File: config.mk
export PLATFORM = sky130hd
export DESIGN_NAME = sha256_digest_writeback
export DESIGN_NICKNAME = d
export VERILOG_FILES = /design/src/rtl/sha256_wb_pkg.sv /design/src/rtl/sha256_digest_writeback_fifo.sv /design/src/rtl/sha256_digest_writeback.sv
export SDC_FILE = /design/constraint.sdc
export NUM_CORES = 1
export LEC_CHECK = 0
export BUFFER_PORTS_ARGS = -buffer_cell sky130_fd_sc_hd__buf_2
export CAP_MARGIN = 20
export CELL_PAD_IN_SITES_DETAIL_PLACEMENT = 1
export CELL_PAD_IN_SITES_GLOBAL_PLACEMENT = 1
export CORE_UTILIZATION = 35
export CTS_BUF_LIST = sky130_fd_sc_hd__clkbuf_2 sky130_fd_sc_hd__clkbuf_4 sky130_fd_sc_hd__clkbuf_8
export CTS_CLUSTER_SIZE = 14
export DETAILED_ROUTE_END_ITERATION = 6
export PLACE_DENSITY_LB_ADDON = 0.12
export SETUP_SLACK_MARGIN = 0.2
export SYNTH_ARGS = -nofsm -noshare
export SYNTH_HDL_FRONTEND = slang
export SYNTH_SLANG_ARGS = --single-unit
File: constraint.sdc
create_clock -name clk -period 11.6 [get_ports clk]
set_input_delay 0.58 -clock clk [delete_from_list [all_inputs] [get_ports clk]]
set_output_delay 0.58 -clock clk [all_outputs]
set_load 0.05 [all_outputs]
File: src/rtl/sha256_wb_pkg.sv
// Shared types and constants for the SHA-256 digest writeback stage.
package sha256_wb_pkg;

    localparam int ADDR_W = 16;
    localparam int WORD_W = 32;
    localparam int CNT_W  = 8;

    typedef enum logic [1:0] {
        IDLE  = 2'd0,
        WAIT  = 2'd1,
        WRITE = 2'd2
    } wb_state_e;

    // h[0] is h0; packed so a whole digest moves as one vector.
    typedef struct packed {
        logic [7:0][WORD_W-1:0] h;
    } digest_t;

endpackage

File: src/rtl/sha256_digest_writeback_fifo.sv
// Small synchronous FIFO of digests; head is read combinationally.
module digest_fifo
    import sha256_wb_pkg::*;
#(
    parameter int DEPTH = 4
) (
    input  logic    clk,
    input  logic    reset_n,
    input  logic    clr,
    input  logic    push,
    input  logic    pop,
    input  digest_t din,
    output digest_t dout,
    output logic    full,
    output logic    empty
);

    localparam int AW = $clog2(DEPTH);

    // Pointers carry one extra wrap bit to tell full from empty.
    logic [AW:0] wr_ptr_q, wr_ptr_d;
    logic [AW:0] rd_ptr_q, rd_ptr_d;
    digest_t     mem_q [DEPTH];

    assign empty = (wr_ptr_q == rd_ptr_q);
    assign full  = (wr_ptr_q[AW] != rd_ptr_q[AW]) &&
                   (wr_ptr_q[AW-1:0] == rd_ptr_q[AW-1:0]);
    assign dout  = mem_q[rd_ptr_q[AW-1:0]];

    // Pointer update; clear wins over any push/pop in the same cycle.
    always_comb begin
        wr_ptr_d = wr_ptr_q;
        rd_ptr_d = rd_ptr_q;
        if (clr) begin
            wr_ptr_d = '0;
            rd_ptr_d = '0;
        end else begin
            if (push && !full) wr_ptr_d = wr_ptr_q + (AW+1)'(1);
            if (pop && !empty) rd_ptr_d = rd_ptr_q + (AW+1)'(1);
        end
    end

    // Pointer registers.
    always_ff @(posedge clk or negedge reset_n) begin
        if (!reset_n) begin
            wr_ptr_q <= '0;
            rd_ptr_q <= '0;
        end else begin
            wr_ptr_q <= wr_ptr_d;
            rd_ptr_q <= rd_ptr_d;
        end
    end

    // Storage needs no reset: pointers define what is valid.
    always_ff @(posedge clk) begin
        if (push && !full && !clr) mem_q[wr_ptr_q[AW-1:0]] <= din;
    end

endmodule

File: src/rtl/sha256_digest_writeback.sv
// Buffers finished SHA-256 digests and writes 1 or 8 words of each to
// consecutive memory slots starting at a per-job base address.
module sha256_digest_writeback
    import sha256_wb_pkg::*;
#(
    parameter int FIFO_DEPTH       = 4,
    parameter int WORDS_PER_DIGEST = 1,
    parameter int NUM_NONCES       = 16
) (
    input  logic              clk,
    input  logic              reset_n,
    input  logic              start,
    input  logic [ADDR_W-1:0] output_addr,
    input  logic              in_valid,
    output logic              in_ready,
    input  logic [WORD_W-1:0] in_h0,
    input  logic [WORD_W-1:0] in_h1,
    input  logic [WORD_W-1:0] in_h2,
    input  logic [WORD_W-1:0] in_h3,
    input  logic [WORD_W-1:0] in_h4,
    input  logic [WORD_W-1:0] in_h5,
    input  logic [WORD_W-1:0] in_h6,
    input  logic [WORD_W-1:0] in_h7,
    output logic              mem_clk,
    output logic              mem_we,
    output logic [ADDR_W-1:0] mem_addr,
    output logic [WORD_W-1:0] mem_write_data,
    output logic              done
);

    wb_state_e         state_q, state_d;
    logic [ADDR_W-1:0] base_q, base_d;
    logic [CNT_W-1:0]  acc_q, acc_d;
    logic [CNT_W-1:0]  wr_q, wr_d;
    logic [2:0]        widx_q, widx_d;
    digest_t           dig_q, dig_d;
    logic              we_q, we_d;
    logic [ADDR_W-1:0] addr_q, addr_d;
    logic [WORD_W-1:0] wd_q, wd_d;

    digest_t in_dig, fifo_head;
    logic    fifo_push, fifo_pop, fifo_clr, fifo_full, fifo_empty;
    logic    issue;

    assign in_dig = digest_t'({in_h7, in_h6, in_h5, in_h4, in_h3, in_h2, in_h1, in_h0});

    // Ready depends only on registered state, so a pop never opens a full FIFO early.
    assign in_ready  = (state_q != IDLE) && !fifo_full && (acc_q < CNT_W'(NUM_NONCES));
    assign fifo_push = in_valid && in_ready;

    digest_fifo #(.DEPTH(FIFO_DEPTH)) u_fifo (
        .clk     (clk),
        .reset_n (reset_n),
        .clr     (fifo_clr),
        .push    (fifo_push),
        .pop     (fifo_pop),
        .din     (in_dig),
        .dout    (fifo_head),
        .full    (fifo_full),
        .empty   (fifo_empty)
    );

    // Next-state, counters and the word to issue this cycle.
    always_comb begin
        state_d  = state_q;
        base_d   = base_q;
        acc_d    = acc_q + CNT_W'(fifo_push);
        wr_d     = wr_q;
        widx_d   = widx_q;
        dig_d    = dig_q;
        we_d     = we_q;
        addr_d   = addr_q;
        wd_d     = wd_q;
        fifo_pop = 1'b0;
        fifo_clr = 1'b0;
        issue    = 1'b0;
        case (state_q)
            IDLE: begin
                we_d = 1'b0;
                if (start) begin
                    base_d   = output_addr;
                    acc_d    = '0;
                    wr_d     = '0;
                    widx_d   = '0;
                    fifo_clr = 1'b1;
                    state_d  = WAIT;
                end
            end
            WAIT: begin
                if (!fifo_empty) begin
                    fifo_pop = 1'b1;
                    dig_d    = fifo_head;
                    widx_d   = '0;
                    issue    = 1'b1;
                    state_d  = WRITE;
                end else begin
                    we_d = 1'b0;
                end
            end
            WRITE: begin
                if (widx_q < 3'(WORDS_PER_DIGEST - 1)) begin
                    widx_d = widx_q + 3'd1;
                    issue  = 1'b1;
                end else begin
                    wr_d = wr_q + CNT_W'(1);
                    if (wr_d == CNT_W'(NUM_NONCES)) begin
                        we_d    = 1'b0;
                        state_d = IDLE;
                    end else if (!fifo_empty) begin
                        // Back-to-back digest: no idle cycle between them.
                        fifo_pop = 1'b1;
                        dig_d    = fifo_head;
                        widx_d   = '0;
                        issue    = 1'b1;
                    end else begin
                        we_d    = 1'b0;
                        state_d = WAIT;
                    end
                end
            end
            default: state_d = IDLE;
        endcase
        if (issue) begin
            we_d   = 1'b1;
            addr_d = base_q + ADDR_W'(32'(wr_d) * WORDS_PER_DIGEST) + ADDR_W'(widx_d);
            wd_d   = dig_d.h[widx_d];
        end
    end

    // State, counters and memory-port registers.
    always_ff @(posedge clk or negedge reset_n) begin
        if (!reset_n) begin
            state_q <= IDLE;
            base_q  <= '0;
            acc_q   <= '0;
            wr_q    <= '0;
            widx_q  <= '0;
            dig_q   <= '0;
            we_q    <= 1'b0;
            addr_q  <= '0;
            wd_q    <= '0;
        end else begin
            state_q <= state_d;
            base_q  <= base_d;
            acc_q   <= acc_d;
            wr_q    <= wr_d;
            widx_q  <= widx_d;
            dig_q   <= dig_d;
            we_q    <= we_d;
            addr_q  <= addr_d;
            wd_q    <= wd_d;
        end
    end

    assign mem_clk        = clk;
    assign mem_we         = we_q;
    assign mem_addr       = addr_q;
    assign mem_write_data = wd_q;
    assign done           = (state_q == IDLE);

endmodule

# After elaboration in Yosys (flattened, before gate mapping)
# Memories as Yosys holds them, arrays and structs flattened.
# Cells that the tools add are included.
word_totals:
  mem_count: 1
  wordCells: 99
  ram_bits: 1024
  out_inout_bits: 52
  inputBits: 276
  ff_bits: 348
classes:
  muxes: 41
  n_reduce_logical: 18
  eq_ne: 11
  addsub: 7
  order_cmp: 3
memory_table:
  columns: ["memory", "depth", "word_bits", "rd", "rd_clocked_by_memory_dff", "write_ports", "line_no", "text"]
  rows:
  - ["u_fifo.mem_q", 4, 256, 1, 0, 1, "sha256_digest_writeback_fifo.sv:23", "digest_t mem_q [DEPTH];"]
op_table:
  columns: ["operator", "n"]
  rows:
  - ["two-way mux 256 bit", 3]
  - ["one-hot mux 256 bit (2 select lines)", 1]
  - ["binary-select mux 32 bit (select 3 bit)", 1]
  - ["two-way mux 32 bit", 1]
  - ["two-way mux 8 bit", 4]
  - ["two-way mux 3 bit", 8]
  - ["adder 16 x 3 -> 16 bit", 1]
  - ["adder 16 x 8 -> 16 bit", 1]
  - ["one-hot mux 8 bit (2 select lines)", 1]
  - ["two-way mux 1 bit", 12]
  - ["two-way mux 2 bit", 5]
  - ["adder 3 x 1 -> 3 bit (second input constant)", 3]
  - ["one-hot mux 3 bit (3 select lines)", 1]
  - ["adder 8 x 1 -> 8 bit", 1]
  - ["adder 8 x 1 -> 8 bit (second input constant)", 1]
  - ["== test 8 x 5 -> 1 bit (second input constant)", 1]
  - ["less-than comparator 8 x 5 -> 1 bit (second input constant)", 1]
  - ["logical AND 1 bit", 7]
  - ["inequality test 2 bit (second input constant)", 3]
  - ["inequality test 3 bit (second input constant)", 2]
  - ["one-hot mux 2 bit (3 select lines)", 1]
  - ["nonzero test 2 bit", 3]
  - ["less-than comparator 3 x 4 -> 1 bit (second input constant)", 1]
  - ["one-hot mux 1 bit (2 select lines)", 2]
  - ["other kinds (12)", 15]

# Logic depth before layout (Yosys ltp)
logic_depth:
  word_depth: 10
  ltp_mapped: 21

# Cells and area by module
# Synthesis repeated with hierarchy kept, for this count alone.
hier_totals:
  cells_unflattened: 2666
  hier_area_um2: 52385.2
modules_own_cells:
  columns: ["mod", "cells_each", "n_inst", "seq_area_each_um2", "area_per_inst_um2"]
  rows:
  - ["digest_fifo", 1405, 1, 30899.6, 37353.3]
  - ["sha256_digest_writeback", 1261, 1, 8558.2, 15031.9]

==> out/results.ini <==
[setup_path]
cp_max_fo=4
cp-start-kind=clock port
crit_family=buffers and inverters
crit_start=clk
cp.required_ns=11.02
worst-path-buf-inv=3
cp_cell_sequence=clkbuf_8, clkbuf_8, buf_2
end_kind=output pin
arrival_ns=6.22
cp_slowest_stage_delay_ns=0.20
rr_startpoint=state_q[0]$_DFFE_PN0P_
cpMostUsedCell=clkbuf_8
critical_path_class=clk -> out
crit_slowest_cell=buf_2

[finish]
multi_input_area_um2=14300
seqCellArea_um2=39500
area_growth_syn_to_layout_pct=20.9
layout-drive-gt1-share=0.268
stdcell_count=6139
fill_cells=15200
nNetsFinal=4188

[yosys]
syn_inst=3209
synth_area_um2=54700
yosysWarnings=0
postSynthAreaPerCell_um2=17.1
synth_fp_nets=3515
synth_area_leaders=edfxtp_1 56%, dfrtp_1 16%, mux4_2 11%
ys_top_cells_by_count=1,024 x edfxtp_1, 348 x dfrtp_1, 256 x mux4_2
synth_cell_types=74
yosysMostFrequentCell=edfxtp_1
ys_seq_area_frac=0.721
synth_top_area_share=0.562
ys_ff_latch=1372
synth_edf_count=1024
yosys_most_used_dff=edfxtp_1
async_reset_ff_frac=0.254
yosys.area.top_type=edfxtp_1

[pwr]
total_power_mw=16.6
p_leak_nw=23.7
ir_drop_mv=0.303
powerDensity_nw_per_um2=251

[clocking]
cts_setup_buffers=0
worstSkewPairLatency_ns=1.07
cts_resized=0
cts.clk_slew.worst_paths_ns=0.06
hold_buffers=275
cts_tree=done

[timing]
drv_slew=0
rsz0062_at_grt=false
max_slew_margin=0.246
worstMarginPinSlew_ns=1.13
setup_viol=0
hold_violations=0
tns_ns=0
final.setup_skew_ns=0.0503

[floorplanning]
initial_utilization=0.354
rows=144
core_area_um2=155000
die_h_um=397
die_width_um=397
io_pins=328
die_area_um2=158000

[route]
viasPerCell=5.32
num_vias=32700
wirelength_um=161000
drc_errors=0
wire_per_inst_um=26.3
drtIter0Drc=1698
antenna_left=0
drt_pass1_iterations=5

[global_route]
grt_usage=0.206
grt_pass1_wl_um=239000
grt_max_degree=144
grt_antenna_before_repair=38
grt_pass1_vias=35500
overflow=0

[worst_hold_path]
hold_path_class=in -> async

[placement]
dp_cells=5415
gp_congestion=0.785
post-dp-hpwl_um=99700
io_buffers=327

[flow_run]
drv_cap=0

[outcome]
status=finished, final reports clean

## kinds of logic (layout without fill, tap and decap cells)
| family | Yosys count | count (layout) | share of synthesized area |
|---|---|---|---|
| adder cells (fa/ha/maj) | 30 | 30 | 0.00741 |
| AO/OA/AOI/OAI | 544 | 544 | 0.0787 |
| buffers and inverters | 247 | 1124 | 0.0204 |
| other | 0 | 9 | 0 |
| XOR/XNOR | 25 | 25 | 0.00400 |
| AND/OR/NAND/NOR | 707 | 707 | 0.0579 |
| multiplexers | 284 | 284 | 0.111 |
| flip-flops | 1372 | 1372 | 0.721 |
## flip-flops by register name, indices dropped and copies added (netlist names), 3 cells and up
signal           cells
base_q              16
u_fifo.rd_ptr_q      3
u_fifo.wr_ptr_q      3
mem_addr            16
mem_write_data      32
u_fifo.mem_q      1024
acc_q                8
wr_q                 8
widx_q               3
dig_q              256
## area by class of cell
type	count	area share
Antenna cell	9	0.000340
Clock buffer	353	0.0635
Clock inverter	86	0.00934
Inverter	32	0.00185
Multi-Input combinational cell	1590	0.216
Sequential cell	1372	0.596
Tap cell	2044	0.0386
Timing Repair Buffer	653	0.0743
## metal layers
metal | part of all wire | GRT usage
met5 | 0.0011 | 0
met4 | 0.031 | 0.0733
met3 | 0.042 | 0.0390
met2 | 0.50 | 0.341
met1 | 0.43 | 0.268
## stage by stage
step	area (µm²)	util	setup WS [ns]	hold slack (ns)
2_1_floorplan	54700	-	2.04	0.284
3_3_place_gp	58500	0.379	5.03	0.462
3_5_place_dp	58500	0.379	5.03	0.474
4_1_cts	66100	0.428	4.79	0.101
5_1_grt	66200	0.428	4.78	0.162
6_report	66200	0.428	4.80	0.173
## power breakdown
part / total, mW / internal [mW] / switching (mW)
Sequential: 6.76 / 6.37 / 0.393
Combinational: 5.38 / 1.80 / 3.58
Clock: 4.46 / 2.42 / 2.04
## cells in the final DEF, fill, tap and decap left out, drive strengths merged, types with 25 or more instances in the layout
master | netlist | final
a22oi | 46 | 46
dfrtp | 348 | 348
a21oi | 30 | 30
dlygate4sd3 | 0 | 275
buf | 96 | 379
clkinv | 0 | 70
o211ai | 33 | 33
nand3 | 25 | 25
o21ai | 87 | 87
or3 | 52 | 52
edfxtp | 1024 | 1024
mux4 | 256 | 256
a32oi | 87 | 87
nor2 | 221 | 221
nand2 | 233 | 233
a22o | 51 | 51
inv | 32 | 42
clkbuf | 119 | 352
a32o | 47 | 47
ha | 26 | 26
nor3 | 110 | 110
## worst paths after layout
path / endpoint / slack (ns) / cells after the start
hold reg to reg: mem_addr[0]$_DFFE_PN0P_ / 0.48 / 2
hold / removal: base_q[8]$_DFFE_PN0P_ / 0.17 / 2
max in group asynchronous: dig_q[234]$_DFF_PN0_ / 9.78 / 3
min in group clk: u_fifo.mem_q[3][190]$_DFFE_PP_ / 0.25 / 2
setup reg to reg: mem_addr[13]$_DFFE_PN0P_ / 5.19 / 19
setup / recovery: mem_clk / 4.80 / 3
Power figures use the tool's default switching activity.
